**config.mk**
```make
export PLATFORM = sky130hd
export DESIGN_NAME = exe_mem_stage
export DESIGN_NICKNAME = d
export VERILOG_FILES = /design/src/rtl/exe_mem_stage.sv
export SDC_FILE = /design/constraint.sdc
export NUM_CORES = 1
export LEC_CHECK = 0
export CAP_MARGIN = 5
export CORE_MARGIN = 3
export CORE_UTILIZATION = 49
export DETAILED_ROUTE_END_ITERATION = 10
export PLACE_DENSITY = 0.8
export SETUP_SLACK_MARGIN = 0.15
export SYNTH_ARGS = -nofsm -noshare
export SYNTH_HDL_FRONTEND = slang
export SYNTH_SLANG_ARGS = --single-unit
```
**constraint.sdc**
```tcl
create_clock -name clk -period 2.16 [get_ports clk]
set_input_delay 0.432 -clock clk [delete_from_list [all_inputs] [get_ports clk]]
set_output_delay 0.432 -clock clk [all_outputs]
set_load 0.01 [all_outputs]
```
**src/rtl/exe_mem_stage.sv**
```systemverilog
// EXE->MEM pipeline register: valid/ready handshake with a two-entry skid buffer,
// flush-to-bubble, a forwarding tap for the hazard unit and a saturating stall counter.
//
// state | meaning
// EMPTY | no entry held, main and skid invalid
// ONE   | main entry valid and driving the outputs
// FULL  | main and skid both valid, upstream held off
module exe_mem_stage #(
    parameter int WORD_WIDTH     = 32,
    parameter int REG_FILE_DEPTH = 4,
    parameter int STALL_CNT_W    = 16
) (
    input  logic                      clk,
    input  logic                      rst,
    input  logic                      in_valid,
    output logic                      in_ready,
    input  logic [WORD_WIDTH-1:0]     pc_in,
    input  logic [WORD_WIDTH-1:0]     instruction_in,
    input  logic [WORD_WIDTH-1:0]     ALU_res_in,
    input  logic [WORD_WIDTH-1:0]     val_Rm_in,
    input  logic [REG_FILE_DEPTH-1:0] dst_in,
    input  logic                      mem_read_in,
    input  logic                      mem_write_in,
    input  logic                      WB_en_in,
    input  logic                      flush,
    output logic                      out_valid,
    input  logic                      out_ready,
    output logic [WORD_WIDTH-1:0]     pc,
    output logic [WORD_WIDTH-1:0]     instruction,
    output logic [WORD_WIDTH-1:0]     ALU_res_out,
    output logic [WORD_WIDTH-1:0]     val_Rm_out,
    output logic [REG_FILE_DEPTH-1:0] dst_out,
    output logic                      mem_read_out,
    output logic                      mem_write_out,
    output logic                      WB_en_out,
    output logic                      fwd_valid,
    output logic [REG_FILE_DEPTH-1:0] fwd_dst,
    output logic [WORD_WIDTH-1:0]     fwd_data,
    output logic [STALL_CNT_W-1:0]    stall_cnt,
    input  logic                      stall_cnt_clr
);

    typedef struct packed {
        logic [WORD_WIDTH-1:0]     pc;
        logic [WORD_WIDTH-1:0]     instruction;
        logic [WORD_WIDTH-1:0]     alu_res;
        logic [WORD_WIDTH-1:0]     val_rm;
        logic [REG_FILE_DEPTH-1:0] dst;
        logic                      mem_read;
        logic                      mem_write;
        logic                      wb_en;
    } entry_t;

    typedef enum logic [1:0] {
        ST_EMPTY = 2'd0,
        ST_ONE   = 2'd1,
        ST_FULL  = 2'd2
    } state_t;

    localparam logic [STALL_CNT_W-1:0] STALL_MAX = '1;

    state_t state_q;
    state_t state_d;
    entry_t m_q;
    entry_t s_q;
    entry_t in_e;
    logic   accept;
    logic   pop;
    logic   load_m;
    logic   load_s;
    logic   m_from_s;

    assign in_e = '{
        pc:          pc_in,
        instruction: instruction_in,
        alu_res:     ALU_res_in,
        val_rm:      val_Rm_in,
        dst:         dst_in,
        mem_read:    mem_read_in,
        mem_write:   mem_write_in,
        wb_en:       WB_en_in
    };

    // in_ready comes from registered state only, keeping out_ready off the upstream path
    assign in_ready  = (state_q != ST_FULL);
    assign out_valid = (state_q != ST_EMPTY);
    assign accept    = in_valid && in_ready;
    assign pop       = out_valid && out_ready;

    always_comb begin
        state_d  = state_q;
        load_m   = 1'b0;
        load_s   = 1'b0;
        m_from_s = 1'b0;
        case (state_q)
            ST_EMPTY: begin
                if (accept) begin
                    load_m  = 1'b1;
                    state_d = ST_ONE;
                end
            end
            ST_ONE: begin
                if (accept && pop) begin
                    load_m = 1'b1;
                end else if (pop) begin
                    state_d = ST_EMPTY;
                end else if (accept) begin
                    load_s  = 1'b1;
                    state_d = ST_FULL;
                end
            end
            ST_FULL: begin
                if (pop) begin
                    m_from_s = 1'b1;
                    state_d  = ST_ONE;
                end
            end
            default: state_d = ST_EMPTY;
        endcase
        // a pop in the flush cycle has already been taken downstream; everything else is dropped
        if (flush) begin
            state_d  = ST_EMPTY;
            load_m   = 1'b0;
            load_s   = 1'b0;
            m_from_s = 1'b0;
        end
    end

    always_ff @(posedge clk or negedge rst) begin
        if (!rst) begin
            state_q <= ST_EMPTY;
        end else begin
            state_q <= state_d;
        end
    end

    always_ff @(posedge clk or negedge rst) begin
        if (!rst) begin
            m_q <= '0;
            s_q <= '0;
        end else begin
            if (load_m) begin
                m_q <= in_e;
            end else if (m_from_s) begin
                m_q <= s_q;
            end
            if (load_s) begin
                s_q <= in_e;
            end
        end
    end

    always_ff @(posedge clk or negedge rst) begin
        if (!rst) begin
            stall_cnt <= '0;
        end else if (stall_cnt_clr) begin
            stall_cnt <= '0;
        end else if (out_valid && !out_ready && (stall_cnt != STALL_MAX)) begin
            stall_cnt <= stall_cnt + 1'b1;
        end
    end

    assign pc            = m_q.pc;
    assign instruction   = m_q.instruction;
    assign ALU_res_out   = m_q.alu_res;
    assign val_Rm_out    = m_q.val_rm;
    assign dst_out       = m_q.dst;
    assign mem_read_out  = out_valid && m_q.mem_read;
    assign mem_write_out = out_valid && m_q.mem_write;
    assign WB_en_out     = out_valid && m_q.wb_en;

    // loads produce their value in MEM, so they are never offered for forwarding
    assign fwd_valid = out_valid && WB_en_out && !mem_read_out;
    assign fwd_dst   = dst_out;
    assign fwd_data  = ALU_res_out;

endmodule

```
After elaboration in Yosys (flattened, before gate mapping)
Index checks and enable logic that the tools add are counted.
{ "op_classes": {"eq_ne": 8, "add_sub_neg": 1, "reduce_logical": 17, "n_mux": 22} }
{ "op_table": {"columns": ["cell", "count"], "rows": [
  ["135-bit 2-to-1 mux", 2],
  ["16-bit 2-to-1 mux", 2],
  ["16-bit by 1-bit adder with 16-bit output, second input constant", 1],
  ["16-bit != test, second input constant", 1],
  ["2-bit 2-to-1 mux", 6],
  ["1-bit logical AND", 10],
  ["1-bit 2-to-1 mux", 10],
  ["3-bit != test, second input constant", 3],
  ["2-bit case mux with 3 select lines", 1],
  ["2-bit nonzero test", 3],
  ["4-bit != test, second input constant", 1],
  ["4-bit AND reduction", 1],
  ["2-bit by 1-bit == test with 1-bit output, second input constant", 1],
  ["2-bit == test, second input constant", 1],
  ["1-bit logical NOT", 2],
  ["2-bit logical NOT", 1],
  ["2-bit != test, second input constant", 1],
  ["1-bit case mux with 2 select lines", 1]
]} }
{ "totals": {"regBits": 288, "out_inout_bits": 190} }

Longest topological paths before layout
{ "logic_depth": {"word_depth": 7, "depth_mapped": 8, "ltp_nobuf": 5} }

Worst setup path after synthesis
Ideal clock, no wire load.
{ "synth_path": {"path_kind": "register to register", "startpoint": "register stall_cnt[0]", "endpoint": "register stall_cnt[1]", "synth_period_minus_slack_ps": 1788, "path_stages_with_launch": 7, "setup_slack_ps": 372, "required_time_ps": 2041, "setup_time_ps": 119, "t_arrival_ps": 1669, "cell_sequence": "dfrtp_1 > ha_1 > nand3_1 > nor4_2 > buf_2 > nor3b_1 > o21ba_1"} }
{ "synth_between": {"elab_chain_len": 3} }
{ "synth_lines": {"columns": ["item", "line_no", "source"], "rows": [
  ["start, declared", "39", "output logic [STALL_CNT_W-1:0] stall_cnt,"],
  ["start signal, assigned", "159", "stall_cnt <= stall_cnt + 1'b1;"],
  ["16-bit by 1-bit adder with 16-bit output or 16-bit != test (tied branches)", "159, 158", null],
  ["16-bit 2-to-1 mux or 1-bit logical AND (tied branches)", "158", "end else if (out_valid && !out_ready && (stall_cnt != STALL_MAX)) begin"],
  ["16-bit 2-to-1 mux or 2-bit nonzero test (tied branches)", null, null]
]} }
Parallel ways exist; a longest one is shown, timed or not. The select of a mux whose other input is x is not followed.
A chain may end at the register's enable or synchronous reset.

Worst setup path in the final report
{ "layout_path": {"startpoint": "register state_q[1]", "endpoint": "output out_valid"} }
{ "layout_between": {"elab_chain_len": 1} }
{ "layout_lines": {"columns": ["item", "line_no", "source"], "rows": [
  ["start, declared", "62", "state_t state_q;"],
  ["start signal, assigned", "133", "state_q <= state_d;"],
  ["2-bit nonzero test", "86", "assign out_valid = (state_q != ST_EMPTY);"],
  ["end, declared", "26", "output logic out_valid,"]
]} }
Every way passes these cells.

==> impl_results.md <==
* Initial antenna violation count at 1
* Final Net Count at 1505
* Critical Path Start Type: register
* DR iter-0 viols at 682
* Final TNS setup at 0 ns
* Req. time, crit path at 1.73 ns
* GRT overflow at 0
* Clk root buf: clkbuf_16
* Die X at 169 microns
* N_diodes at 0
* Peak VDD IR at 701 uV
* Synth Warn # at 0
* Leading area contributor after synthesis: dfrtp_1
* Mean Syn Cell Area at 11.1 sq um
* Crit Path Category: reg -> out
* Slowest Stage Delay on Critical Path at 0.45 ns
* Initial Util at 50.6%
* Setup violations, final at 0
* Main flop type after synthesis: dfrtp_1
* Slew HR at 57.1%
* Chip height at 169 microns
* Max FO, Critical Path at 4
* Top delay family on crit path: flip-flops
* Yosys cell types at 44
* Post-route cell area at 17100 sq um
* Clk buf depth at 3
* CTS Buf Count at 30
* Gate Count Post-Synth at 1165
* Final HPWL DP at 22500 microns
* Synth async-reset ratio at 100%
* Commonest cells in the synthesized netlist: 288 x dfrtp_1, 274 x nand2_1, 170 x buf_4
* Io pins at 331
* Fin. Hold Viols at 0
* Routed WL per cell at 19.0 microns
* DP Cell Count at 1647
* Sequential area share after synthesis at 55.5%
* Placed instance area at 15900 sq um
* Worst path arrival time at 1.55 ns
* Period minus WS final at 1.98 ns
* Total of max-cap violations at 0
* Slew of the pin with the lowest slew margin at 0.642 ns
* Flops & latches, synth at 288
* Lkg Pwr at 7.83 nW
* Worst hold path type: in -> async
* Synth Cell Area at 13000 sq um
* Post-route insts no fill at 1716
* Worst path cell trace: nor2_4, buf_6, inv_1, dlygate4sd2_1
* Share of layout cells above drive strength 1 at 17.4%
* Post-Syn Nets at 1307
* Core Box Area at 25600 sq um
* Input/output buffers at 330
* Slowest-stage cell, CP: dfrtp_2
* DP Worst Slack at -0.122 ns
* GP Congestion at 0.898
* Area grow syn2layout at 31.5%
* Number of flops mapped to enable cells by yosys at 0
* Fmax at 504 MHz
* Vias at 9393
* Post-route ant nets at 0
* CTS H-tree lvls at 1
* Buffers and inverters on the worst path at 3
* Detailed-route DRC error count at 0
* PwrDens at 928 nW/um^2
* Sink Count at 288
* DRT Pass-1 Iters at 6
* Pin count of the biggest net entering global routing at 61
* Top-count cell post-synth: dfrtp_1
* Clock transition at path regs at 0.06 ns
* Status: completed
* Row count at 58
* Worst Setup SP: state_q[1]
* TritonCTS clock tree: built
* Fillers at 1904
* CP endpoint kind: output pin
* Final wirelength at 32700 microns
* Via/cell ratio at 5.47
* GRT Overall Usage at 22.4%
* RSZ-0062 raised after global routing: yes
* Clk_lat worst skew at 0.54 ns
* First-pass GRT wire length at 52300 microns
* Worst Skew at 0.00866 ns
* Setup ws final at 0.177 ns
* Slew Viols, Final at 0
* Share of the synthesized area in the top cell type at 55.5%
* Die area at 28500 sq um
* Tcrit/Tclk final at 91.8%
* Reg-to-Reg Start: state_q[0]
* Synth area leaders: dfrtp_1 56%, buf_4 9.8%, mux2_2 8.1%
* Number of global-route vias before repair at 10.0k
[what timing repair did]
item                                    4_1_cts  5_1_grt
hold endpoints to repair                     40        0
endpoints found under the setup margin       17       18
pin swaps                                     1        0
hold buffers                                  1        0
resized for setup                            28        8
buffers inserted                              3       10
[registers in the layout, indices dropped and copies added (netlist names)]
name,flops
pc,32
instruction,32
val_Rm_out,32
m_q,3
s_q,135
state_q,2
stall_cnt,16
ALU_res_out,32
dst_out,4
[per-layer routing]
layer / global-route usage (%) / up-vias / routed length (microns)
li1: - / 4237 / -
met1: 27.7 / 4740 / 12700
met2: 38.6 / 360 / 16300
met3: 6.96 / 54 / 2990
met4: 5.66 / 2 / 727
met5: 0 / - / 9
[where the power goes]
part | total [mW] | internal, mW | switching [mW]
Combinational | 3.28 | 1.94 | 1.34
Clock | 5.29 | 3.19 | 2.10
Sequential | 7.25 | 6.57 | 0.686
Total | 15.8 | 11.7 | 4.13
[cell type report]
type,count,area (sq um),share of cell area (%)
multi-input cells,641,4280,25.1
clock buffers,44,925,5.42
inverters,4,15.0,0.0880
clock inverters,11,111,0.653
repair buffers,398,4100,24.0
well taps,330,413,2.42
flip-flops and latches,288,7220,42.3
[cells in the final DEF, fill, tap and decap left out, drive strengths merged, types with 5 or more instances in the layout]
cell,count
dfrtp,288
nand4,5
clkbuf,46
a21oi,11
mux2,139
nand2,274
or3,6
dlygate4sd2,5
or4,5
nor2b,9
nor4,7
o21ai,5
clkdlybuf4s50,319
nor2,10
a22oi,135
buf,70
clkinv,8
nand3,7
[logic make-up after synthesis]
| logic type | count (synthesis) | synth area share, % |
|---|---|---|
| buf+inv | 236 | 11.9 |
| mux | 140 | 12.1 |
| flops | 288 | 55.5 |
| compound gates | 163 | 9.19 |
| fa+ha+maj | 1 | 0.0964 |
| simple gates | 337 | 11.1 |
[worst paths after layout]
| path | end | slack [ns] | cells past startpoint |
|---|---|---|---|
| min in group clk | pc[24] | 0.47 | 2 |
| worst min-delay path | ALU_res_out[1] | 0.40 | 2 |
| max in group asynchronous | instruction[13] | 1.05 | 3 |
| worst max register to register | stall_cnt[11] | 0.26 | 5 |
| worst max-delay path | out_valid | 0.18 | 4 |
| worst min register to register | pc[24] | 0.47 | 2 |
[through the flow]
stage / power [mW] / util [%] / hold WS (ns)
finish: 15.8 / 66.6 / 0.396
detailed placement: 10.6 / 62.1 / 0.379
CTS: 16.0 / 66.3 / 0.392
global route: 16.6 / 66.6 / 0.424
floorplan: 9.28 / - / 0.136
global placement: 10.4 / 62.1 / 0.384
Note: power is estimated with default switching activity, not from simulation.
